--- src/rtl/blackparrot_fpga_host_write_arbiter.sv ---
// Shares the host-to-BP write command port among num_req_p requesters: round-robin
// arbitration into a one-entry registered stage, write credit tracking and fence ordering.

module blackparrot_fpga_host_write_arbiter_checker #(
   parameter int unsigned num_req_p = 2
) (
   input logic                 clk_i,
   input logic                 rst_n_i,
   input logic [num_req_p-1:0] req_v_i,
   input logic [num_req_p-1:0] req_yumi_i,
   input logic                 wresp_v_i,
   input logic                 load_i,
   input logic                 empty_count_i
);
   // A response with nothing outstanding and nothing loading means the AXI side lost count.
   assert property (@(posedge clk_i) disable iff (!rst_n_i) !(wresp_v_i && empty_count_i && !load_i));
   assert property (@(posedge clk_i) disable iff (!rst_n_i) $onehot0(req_yumi_i));
   assert property (@(posedge clk_i) disable iff (!rst_n_i) (req_yumi_i & ~req_v_i) == '0);
endmodule

module blackparrot_fpga_host_write_arbiter #(
   parameter int unsigned num_req_p    = 2,
   parameter int unsigned addr_width_p = 64,
   parameter int unsigned data_width_p = 64,
   parameter int unsigned credits_p    = 64
) (
   input  logic                                m_axi_aclk,
   input  logic                                m_axi_aresetn,
   input  logic [num_req_p-1:0]                req_v_i,
   input  logic [num_req_p-1:0]                req_fence_i,
   input  logic [num_req_p*addr_width_p-1:0]   req_addr_i,
   input  logic [num_req_p*data_width_p-1:0]   req_data_i,
   input  logic [num_req_p*3-1:0]              req_size_i,
   output logic [num_req_p-1:0]                req_yumi_o,
   output logic                                cmd_v_o,
   output logic                                cmd_w_o,
   output logic [addr_width_p-1:0]             cmd_addr_o,
   output logic [data_width_p-1:0]             cmd_data_o,
   output logic [2:0]                          cmd_size_o,
   input  logic                                cmd_ready_and_i,
   input  logic                                wresp_v_i,
   output logic [$clog2(credits_p+1)-1:0]      outstanding_o,
   output logic                                idle_o
);
   localparam int unsigned idx_width_lp = $clog2(num_req_p);
   localparam int unsigned cnt_width_lp = $clog2(credits_p + 1);
   localparam logic [cnt_width_lp-1:0] credits_lp = cnt_width_lp'(credits_p);
   localparam logic [0:0] ST_ARB   = 1'b0;
   localparam logic [0:0] ST_FENCE = 1'b1;

   // base + off modulo num_req_p; both operands are already below num_req_p.
   function automatic logic [idx_width_lp-1:0] wrap_inc(input logic [idx_width_lp-1:0] base,
                                                        input int unsigned off);
      int unsigned sum;
      sum = 32'(base) + off;
      sum = (sum >= num_req_p) ? sum - num_req_p : sum;
      return sum[idx_width_lp-1:0];
   endfunction

   logic [0:0]              state_q, state_d;
   logic [idx_width_lp-1:0] rr_ptr_q, rr_ptr_d;
   logic [idx_width_lp-1:0] grant_q, grant_d;
   logic [idx_width_lp-1:0] win_idx_s, cand_s;
   logic                    win_found_s;
   logic                    cmd_v_q, cmd_v_d;
   logic [addr_width_p-1:0] addr_q, addr_d;
   logic [data_width_p-1:0] data_q, data_d;
   logic [2:0]              size_q, size_d;
   logic [cnt_width_lp-1:0] outstanding_q, outstanding_d;
   logic [num_req_p-1:0]    yumi_s;
   logic                    load_s;
   logic                    drain_s;
   logic                    can_load_s;
   logic                    credit_ok_s;

   assign drain_s     = cmd_v_q & cmd_ready_and_i;
   assign can_load_s  = ~cmd_v_q | drain_s;
   assign credit_ok_s = (outstanding_q < credits_lp);

   // Round-robin search starting at the pointer; computed even when credits block issue.
   always_comb begin
      win_found_s = 1'b0;
      win_idx_s   = '0;
      cand_s      = '0;
      for (int unsigned i = 0; i < num_req_p; i++) begin
         cand_s      = wrap_inc(rr_ptr_q, i);
         win_idx_s   = (!win_found_s && req_v_i[cand_s]) ? cand_s : win_idx_s;
         win_found_s = win_found_s | req_v_i[cand_s];
      end
   end

   // Arbitration / fence FSM: decides yumi, load and the next pointer.
   always_comb begin
      state_d  = state_q;
      grant_d  = grant_q;
      rr_ptr_d = rr_ptr_q;
      yumi_s   = '0;
      load_s   = 1'b0;
      case (state_q)
         ST_ARB: begin
            if (win_found_s && req_fence_i[win_idx_s]) begin
               state_d = ST_FENCE;
               grant_d = win_idx_s;
            end else if (win_found_s && can_load_s && credit_ok_s) begin
               yumi_s[win_idx_s] = 1'b1;
               load_s            = 1'b1;
               rr_ptr_d          = wrap_inc(win_idx_s, 32'd1);
            end else begin
               rr_ptr_d = rr_ptr_q;
            end
         end
         ST_FENCE: begin
            // Every earlier write must have left the stage and been responded to.
            if (!cmd_v_q && (outstanding_q == '0) && req_v_i[grant_q]) begin
               yumi_s[grant_q] = 1'b1;
               rr_ptr_d        = wrap_inc(grant_q, 32'd1);
               state_d         = ST_ARB;
            end else begin
               state_d = ST_FENCE;
            end
         end
         default: begin
            state_d = ST_ARB;
         end
      endcase
   end

   // One-entry output stage: a load may replace an entry draining this cycle.
   always_comb begin
      cmd_v_d = cmd_v_q;
      addr_d  = addr_q;
      data_d  = data_q;
      size_d  = size_q;
      if (load_s) begin
         cmd_v_d = 1'b1;
         addr_d  = req_addr_i[32'(win_idx_s)*addr_width_p +: addr_width_p];
         data_d  = req_data_i[32'(win_idx_s)*data_width_p +: data_width_p];
         size_d  = req_size_i[32'(win_idx_s)*3 +: 3];
      end else if (drain_s) begin
         cmd_v_d = 1'b0;
      end else begin
         cmd_v_d = cmd_v_q;
      end
   end

   // Outstanding write count; a response at zero with no load holds zero.
   always_comb begin
      outstanding_d = outstanding_q;
      if (load_s && !wresp_v_i) begin
         outstanding_d = outstanding_q + cnt_width_lp'(1);
      end else if (!load_s && wresp_v_i && (outstanding_q != '0)) begin
         outstanding_d = outstanding_q - cnt_width_lp'(1);
      end else begin
         outstanding_d = outstanding_q;
      end
   end

   // State registers.
   always_ff @(posedge m_axi_aclk or negedge m_axi_aresetn) begin
      if (!m_axi_aresetn) begin
         state_q       <= ST_ARB;
         rr_ptr_q      <= '0;
         grant_q       <= '0;
         cmd_v_q       <= 1'b0;
         addr_q        <= '0;
         data_q        <= '0;
         size_q        <= 3'd0;
         outstanding_q <= '0;
      end else begin
         state_q       <= state_d;
         rr_ptr_q      <= rr_ptr_d;
         grant_q       <= grant_d;
         cmd_v_q       <= cmd_v_d;
         addr_q        <= addr_d;
         data_q        <= data_d;
         size_q        <= size_d;
         outstanding_q <= outstanding_d;
      end
   end

   assign req_yumi_o    = yumi_s & {num_req_p{m_axi_aresetn}};
   assign cmd_v_o       = cmd_v_q;
   assign cmd_w_o       = 1'b1;
   assign cmd_addr_o    = addr_q;
   assign cmd_data_o    = data_q;
   assign cmd_size_o    = size_q;
   assign outstanding_o = outstanding_q;
   assign idle_o        = (state_q == ST_ARB) & ~cmd_v_q & (outstanding_q == '0);

   blackparrot_fpga_host_write_arbiter_checker #(
      .num_req_p(num_req_p)
   ) u_checker (
      .clk_i         (m_axi_aclk),
      .rst_n_i       (m_axi_aresetn),
      .req_v_i       (req_v_i),
      .req_yumi_i    (req_yumi_o),
      .wresp_v_i     (wresp_v_i),
      .load_i        (load_s),
      .empty_count_i (outstanding_q == '0)
   );
endmodule
--- config.mk ---
export PLATFORM = sky130hd
export DESIGN_NAME = blackparrot_fpga_host_write_arbiter
export DESIGN_NICKNAME = d
export VERILOG_FILES = /design/src/rtl/blackparrot_fpga_host_write_arbiter.sv
export SDC_FILE = /design/constraint.sdc
export NUM_CORES = 1
export LEC_CHECK = 0
export ABC_AREA = 1
export BUFFER_PORTS_ARGS = -buffer_cell sky130_fd_sc_hd__buf_4
export CORE_AREA = 2 2 159 161
export CTS_CLUSTER_DIAMETER = 40
export DETAILED_ROUTE_END_ITERATION = 16
export DIE_AREA = 0 0 161 163
export GPL_TIMING_DRIVEN = 0
export PLACE_DENSITY_LB_ADDON = 0.2
export SYNTH_ARGS = -nofsm -noshare
export SYNTH_HDL_FRONTEND = slang
export SYNTH_HIERARCHICAL = 1
export SYNTH_SLANG_ARGS = --single-unit
export TNS_END_PERCENT = 1
--- constraint.sdc ---
create_clock -name m_axi_aclk -period 2.4 [get_ports m_axi_aclk]
set_input_delay 0.12 -clock m_axi_aclk [delete_from_list [all_inputs] [get_ports m_axi_aclk]]
set_output_delay 0.12 -clock m_axi_aclk [all_outputs]
set_load 0.01 [all_outputs]
* Word level (Yosys, flattened, before mapping)
Cells that the tools add are included.
** Operators by class
- Add/sub/neg operators :: 9
- $mul :: 1
- Div/mod/pow operators :: 0
- Magnitude comparators :: 11
- Eq/ne operators :: 3
- Shifts and indexed selects :: 3
- Multiplexer cells :: 36
- Bitwise logic cells :: 8
- Reductions and logical operators :: 21
** Operators by type and width (count)
- 128-bit by 8-bit variable part select with 64-bit output :: 2
- 1-bit two-way mux :: 26
- 7-bit two-way mux :: 2
- 1-bit logical AND :: 11
- 1-bit by 2-bit < comparator with 1-bit output, second input constant :: 4
- 7-bit by 1-bit adder with 7-bit output, second input constant :: 1
- 7-bit logical NOT :: 1
- 7-bit < comparator, second input constant :: 1
- 7-bit nonzero test :: 1
- 7-bit by 1-bit subtractor with 7-bit output, second input constant :: 1
- 1-bit by 1-bit adder with 2-bit output, second input constant :: 3
- 2-bit greater-or-equal comparator, second input constant :: 3
- 2-bit two-way mux :: 3
- 6-bit by 4-bit variable part select with 3-bit output :: 1
- 1-bit logical NOT :: 4
- 2-bit != test, second input constant :: 2
- 1-bit one-hot mux with 2 select lines :: 2
- 2-bit one-hot mux with 2 select lines :: 1
- 2-bit nonzero test :: 2
- 1-bit subtractor, second input constant :: 4
- 1-bit AND :: 3
- 1-bit by 2-bit multiplier with 3-bit output, second input constant :: 1
- 3-bit AND reduction :: 1
- 2-bit AND :: 1
- 7 further kinds :: 11
** Word-level totals
- Register bits :: 142
- Bits in latches :: 0
- RAM bits :: 0
- ROM bits :: 0
- Output and inout bits :: 143
- Memories kept :: 0

* Depth between registers and ports, before layout
- Depth after elaboration :: 17
- Depth in mapped cells :: 17
- Mapped depth without buffers :: 17

* Least setup slack after synthesis
No wires, ideal clock.
- Path type :: flip-flop to flip-flop
- From :: register rr_ptr_q
- To :: register outstanding_q[6], in the netlist outstanding_o[6]
- Library setup time :: 0.113 ns
- Data arrival time :: 2.043 ns
- Path slack :: 0.244 ns
- Cell stages (with the launch flop) :: 17
- Path buffers :: 0
- Clock period less this slack :: 2.156 ns
- Cell sequence :: dfrtp_1 -> inv_1 -> nand2_1 -> nand2_2 -> nand2_1 -> nand2_1 -> nand4_1 -> ha_1 -> nand2_1 -> nor2_1 -> nand2_1 -> o211ai_1 -> nand2_1 -> nand2_1 -> nand2_1 -> nand2_1 -> inv_1
** On the way
- Longest elaborated chain between the ends :: 16
- Elaborated cells on any way between the ends :: 30
- Classes of those cells :: add/sub: 3; order compare: 2; mux: 14; bitwise: 1; reduce/logical: 10
** RTL lines
- from (decl) :: RTL line 61 : logic [idx_width_lp-1:0] rr_ptr_q, rr_ptr_d;
- from (signal assigned) :: RTL line 171 : rr_ptr_q <= rr_ptr_d;
- 1-bit by 1-bit adder with 2-bit output, or another cell as far along :: RTL line 55 : sum = 32'(base) + off;
- 2-bit greater-or-equal comparator, or another cell as far along :: RTL line 56 : sum = (sum >= num_req_p) ? sum - num_req_p : sum;
- 1-bit two-way mux, on equally long branches :: RTL line 56, 87, 88
- 1-bit two-way mux (not written as such) :: RTL line 87, 88
- 1-bit two-way mux (not written as such) / 1-bit logical NOT (equally long branches) :: RTL line 87, 88
- 1-bit logical AND :: RTL line 87 : win_idx_s = (!win_found_s && req_v_i[cand_s]) ? cand_s : win_idx_s;
- 1-bit two-way mux :: RTL line 87
- 1-bit two-way mux (not written as such) (2 in a row) :: RTL line 101 : if (win_found_s && req_fence_i[win_idx_s]) begin
- 1-bit logical AND :: RTL line 101
- 1-bit two-way mux * :: RTL line 101
- 1-bit two-way mux * :: RTL line 99 : case (state_q)
- 1-bit logical NOT :: RTL line 151 : end else if (!load_s && wresp_v_i && (outstanding_q != '0)) begin
- 1-bit logical AND (2 in a row) :: RTL line 151
- 2-bit nonzero test (no line)
- to (signal assigned) :: RTL line 177 : outstanding_q <= outstanding_d;
- to (decl) :: RTL line 69 : logic [cnt_width_lp-1:0] outstanding_q, outstanding_d;
Mark *: on every way between the ends. The rest lies on a longest branch, timed or not. The select of a mux whose other input is x is not followed.
A chain may end at the register's enable or synchronous reset.

* Worst setup path after layout
- From :: register cmd_v_q, in the netlist cmd_v_o
- To :: register outstanding_q[6], in the netlist outstanding_o[6]
** On the way
- Longest elaborated chain between the ends :: 11
- Elaborated cells on any way between the ends :: 14
- Classes of those cells :: mux: 4; bitwise: 3; reduce/logical: 7
** RTL lines
- from (decl) :: RTL line 65 : logic cmd_v_q, cmd_v_d;
- from (signal assigned) :: RTL line 173 : cmd_v_q <= cmd_v_d;
- 1-bit AND / 1-bit NOT (equally long branches) :: RTL line 76, 77
- 1-bit bitwise OR * :: RTL line 77 : assign can_load_s = ~cmd_v_q | drain_s;
- 1-bit logical AND * (2 in a row) :: RTL line 104 : end else if (win_found_s && can_load_s && credit_ok_s) begin
- 1-bit two-way mux * :: RTL line 104
- 1-bit two-way mux * :: RTL line 101
- 1-bit two-way mux * :: RTL line 99
- 1-bit logical NOT :: RTL line 151
- 1-bit logical AND (2 in a row) :: RTL line 151
- 2-bit nonzero test (no line)
Mark *: on every way between the ends. The rest lies on a longest branch, timed or not.

==> results.md <==
- The flow ran to the end, and the final reports show no timing, DRC or antenna violations.
- The H-tree was split into 4 levels.
- The share of Yosys cell area claimed by the top area cell type is between 50% and 60%.
- In this run the horizontal extent of the chip is 161 µm.
- The pre-antenna-repair detailed-routing pass consisted of 5 iterations.
- The synthesized netlist devotes less than 1% of its cell area to XOR and XNOR gates.
- The ratio of routed vias to standard cells is around 4.6.
- The die covers 0.0262 mm².
- Setup repair after global routing left no endpoint under its margin.
- The number of instances in the synthesized netlist is between 800 and 900.
- Power spread over the standard cell area amounts to 1100 mW/mm².
- Counting cells, the worst reg-to-reg path comes to 15.
- The number of placed instances, taps included, is 1568.
- The synthesis-to-layout area growth is 65.2%.
- In this run, distinct cell masters in the synthesized netlist total 27.
- The remaining design rule violation count is 0.
- The worst clock skew on the final layout is around 12 ps.
- For the worst setup path, the data required time is 2700 ps.
- The final layout contains routed wiring with a total length of around 29000 µm.
- The worst path uses between 80% and 90% of the clock period.
- The final setup violation count is 0.
- The synthesized netlist net count is around 1100.
- The number of buffers inserted during clock tree synthesis is 17.
- At the pin with the least slew margin, the transition time is 726 ps.
- For flop-to-flop paths, the worst setup slack is between 200 and 300 ps.
- The via count of the first global-routing pass is 7590.
- The worst setup path is launched from a register.
- The number of hold-slack violations in the final timing report is 0.
- Of the post-synthesis cell area, the part taken by muxes is 0%.
- Yosys attributes the largest share of cell area to sky130_fd_sc_hd__dfrtp_1 52%, sky130_fd_sc_hd__nor2_1 15%, sky130_fd_sc_hd__o31ai_1 14%, sky130_fd_sc_hd__nand2_1 9.3%, sky130_fd_sc_hd__buf_2 2.3%.
- After detailed routing, the average wire length per cell comes to 17.6 µm.
- The half-perimeter wire length after placement is around 22000 µm.
- The final instance count without filler cells is about 1600.
- The final total negative setup slack is 0 ps.
- From bottom edge to top edge, the die measures 163 µm.
- The post-synthesis cell area is around 0.007 mm².
- By count the netlist is led by 272 x sky130_fd_sc_hd__nor2_1, 169 x sky130_fd_sc_hd__nand2_1, 142 x sky130_fd_sc_hd__dfrtp_1, 131 x sky130_fd_sc_hd__o31ai_1, 31 x sky130_fd_sc_hd__buf_2.
- The detail route stage leaves a number of antenna-violating nets equal to 0.
- Measured against its own limit, the worst slew margin works out to 51.6%.
- In this run, synthesis produced a sequential element count of approximately 140.
- The initial antenna violation count is 3.
- The share of synthesized area occupied by flip-flops and latches is between 50 and 60%.
- Counting every sink on the clock net gives approximately 140.
- The analysis attributes to cell leakage a power of 5.79 nW.
- The data arrival time at the worst-slack endpoint is ~2400 ps.
- The maximum ir drop on the vdd rail is ~0.00039 V.
- The mean instance size in the synthesized netlist is 8.29 µm².
- Derived from the worst setup path, the maximum achievable clock frequency is 467 MHz.
- The clock passes through at most 2 buffers.
- The final critical path time including I/O delays and setup is roughly 2100 ps.
- In the synthesized netlist the dominant register cell turns out to be sky130_fd_sc_hd__dfrtp_1.
- Port buffering added roughly 410 buffers.
- The synthesized netlist devotes ~15% of its cell area to compound gates.
- After synthesis, the largest family of logic cells by area is simple AND/OR/NAND/NOR gates.
- For this run, the post-layout net count is between 1500 and 2000.
- The yosys synthesis warning count is 6.
- The largest total area in the synthesized netlist belongs to sky130_fd_sc_hd__dfrtp_1.
- The share of layout cells above drive strength 1 is between 30% and 40%.
- Summing the areas of all fa, ha and maj instances in the mapped netlist gives under 10% of the synthesized area.
- The path class of the tightest hold or removal check is primary input to register.
- The overall via count from detail_route is 7606.
- The async set-reset flop share out of synthesis is 100%.
- In the post-synthesis netlist, the cell with the most instances is sky130_fd_sc_hd__nor2_1.
- The clock latency at the later pin of the worst-skew pair is roughly 420 ps.
- The pin count of the biggest net entering global routing is between 70 and 80.
- In this run the core area contains 58 standard-cell rows.
- The total grt overflow is 0.
- The total global-route track usage is 21.4%.
- TritonCTS built the clock tree.
- Once the floorplan was initialized, standard cells occupied 27.8% of the core.
- The floorplan step defined a core boundary enclosing between 0.02 and 0.025 mm².
- The number of pins exceeding their max-slew limit in the final report was 0.
- The number of instances on the worst hold path is 3.
- Routability-driven placement finished with a final weighted congestion of 0.835.
- The iteration-0 DRC count of the detailed router is 491.
- In this run the worst path has a maximum fanout of 9.
- After clock tree synthesis, the clock-pin slew on the worst setup and hold paths is 60 ps.
- The cell sitting at the root of the clock tree is a sky130_fd_sc_hd__clkbuf_16.
- The worst setup path is captured at a register.
- Max-cap violations in this run came to 0.
- The first global-routing pass estimated between 40000 and 50000 µm of wire.
- The category of the critical setup timing path is register to register.
- Counting flops with a built-in enable in the synthesized netlist gives 0.
- Of the total synthesized cell area, the portion taken by AND, OR, NAND and NOR gates is 25.3%.
- The count of pins on the block boundary is just over 400.
-- area by class of cell --
cell class | instances | area [µm²]
Inverter | 15 | 56.3
Clock buffer | 19 | 433
Timing Repair Buffer | 448 | 3470
Clock inverter | 12 | 138
Sequential cell | 142 | 3550
Tap cell | 330 | 413
Multi-Input combinational cell | 611 | 2940
Buffer | 58 | 313
Antenna cell | 2 | 5.00
Fill cell | 2525 | 13400
-- path summary, 6_finish.rpt --
path | from | to
min in group asynchronous | m_axi_aresetn | cmd_data_o[30]
max in group asynchronous | m_axi_aresetn | cmd_addr_o[15]
setup / recovery | cmd_v_o | outstanding_o[6]
setup reg to reg | cmd_v_o | outstanding_o[6]
hold reg to reg | rr_ptr_q | rr_ptr_q
hold / removal | req_data_i[86] | cmd_data_o[22]
-- sequential cells by signal, summed over array words and instances, names as in the netlist --
name / cells
cmd_addr_o: 64
cmd_data_o: 64
outstanding_o: 7
cmd_size_o: 3
cmd_v_o: 1
grant_q: 1
rr_ptr_q: 1
state_q: 1
-- power by group --
| part | internal [mW] | switching [mW] |
|---|---|---|
| registers | 3.55 | 0.754 |
| clock network | 1.54 | 1.11 |
| logic | 2.72 | 2.74 |
| total | 7.80 | 4.60 |
-- metal layers --
layer	global-route usage, %	vias up	share of wire (%)
li1	-	3681	-
met1	26.1	3574	42
met2	36.3	314	49
met3	5.96	35	7.2
met4	7.55	2	2.3
met5	0	-	0.045
-- repair_timing --
item | 4_1_cts | 5_1_grt
cloned | 0 | 0
endpoints found under the hold margin | 97 | 0
gates resized for setup | 0 | 2
pin swaps | 0 | 1
buffers inserted | 2 | 2
endpoints found under the setup margin | 4 | 4
hold buffers | 32 | 0
-- cell families after synthesis --
logic type                 Yosys count
and+or+nand+nor                    454
AOI/OAI and AO/OA                  144
DFF                                142
buffers and inverters               73
adders and majority gates            7
xor gates and xnor gates             5
other                                1
-- worst max-delay path: stages (launching register included) --
cell and delay, ps:
sky130_fd_sc_hd__dfrtp_1 420, sky130_fd_sc_hd__nand2_1 100, sky130_fd_sc_hd__nand2_1 80, sky130_fd_sc_hd__nor2_1 120, sky130_fd_sc_hd__nand4_1 100, sky130_fd_sc_hd__buf_4 190, sky130_fd_sc_hd__ha_2 390, sky130_fd_sc_hd__nand2_1 70
sky130_fd_sc_hd__nor2_1 100, sky130_fd_sc_hd__nand2_1 50, sky130_fd_sc_hd__o211ai_1 110, sky130_fd_sc_hd__inv_1 60, sky130_fd_sc_hd__nand2_1 80, sky130_fd_sc_hd__nand3_1 60, sky130_fd_sc_hd__nand2_1 70, sky130_fd_sc_hd__inv_1 30
-- per-stage QoR --
| stage | worst slack, ps | hold WS [ps] | power [mW] | utilization, % | cell area (µm²) |
|---|---|---|---|---|---|
| 2_1_floorplan | 244 | -176 | 6.78 | - | 6850 |
| 3_3_place_gp | -275 | 387 | 9.73 | 41.9 | 10300 |
| 3_5_place_dp | -313 | 194 | 9.80 | 42.1 | 10400 |
| 4_1_cts | 15.1 | 0.0836 | 12.5 | 45.7 | 11300 |
| 5_1_grt | 9.86 | 1.73 | 13.3 | 45.9 | 11300 |
| 6_report | 260 | 18.1 | 12.4 | 45.9 | 11300 |
-- cell usage in the layout, fill, tap and decap left out --
master,n
sky130_fd_sc_hd__buf_2,31
sky130_fd_sc_hd__ha_2,1
sky130_fd_sc_hd__inv_6,3
sky130_fd_sc_hd__dfrtp_1,142
sky130_fd_sc_hd__clkbuf_1,16
sky130_fd_sc_hd__nand3_1,6
sky130_fd_sc_hd__diode_2,2
sky130_fd_sc_hd__o211ai_1,1
sky130_fd_sc_hd__ha_1,5
sky130_fd_sc_hd__clkbuf_16,17
sky130_fd_sc_hd__buf_16,1
sky130_fd_sc_hd__buf_6,6
sky130_fd_sc_hd__clkinvlp_4,5
sky130_fd_sc_hd__fa_1,1
sky130_fd_sc_hd__o31ai_1,131
sky130_fd_sc_hd__nand2_4,1
sky130_fd_sc_hd__conb_1,1
sky130_fd_sc_hd__nand4_1,2
sky130_fd_sc_hd__clkinv_2,1
sky130_fd_sc_hd__o21ai_0,7
sky130_fd_sc_hd__nor3b_1,1
sky130_fd_sc_hd__nor4_1,1
sky130_fd_sc_hd__a31oi_1,1
sky130_fd_sc_hd__xnor2_1,3
sky130_fd_sc_hd__dlygate4sd3_1,32
sky130_fd_sc_hd__nand3b_1,2
sky130_fd_sc_hd__clkinv_4,1
sky130_fd_sc_hd__inv_2,1
sky130_fd_sc_hd__nand2_1,169
sky130_fd_sc_hd__xor2_1,2
sky130_fd_sc_hd__buf_4,419
sky130_fd_sc_hd__nor2_1,272
sky130_fd_sc_hd__clkinv_1,1
sky130_fd_sc_hd__inv_1,13
sky130_fd_sc_hd__bufinv_16,2
sky130_fd_sc_hd__buf_1,3
sky130_fd_sc_hd__a21oi_1,4
No activity file was read; power rests on OpenSTA's default activity.
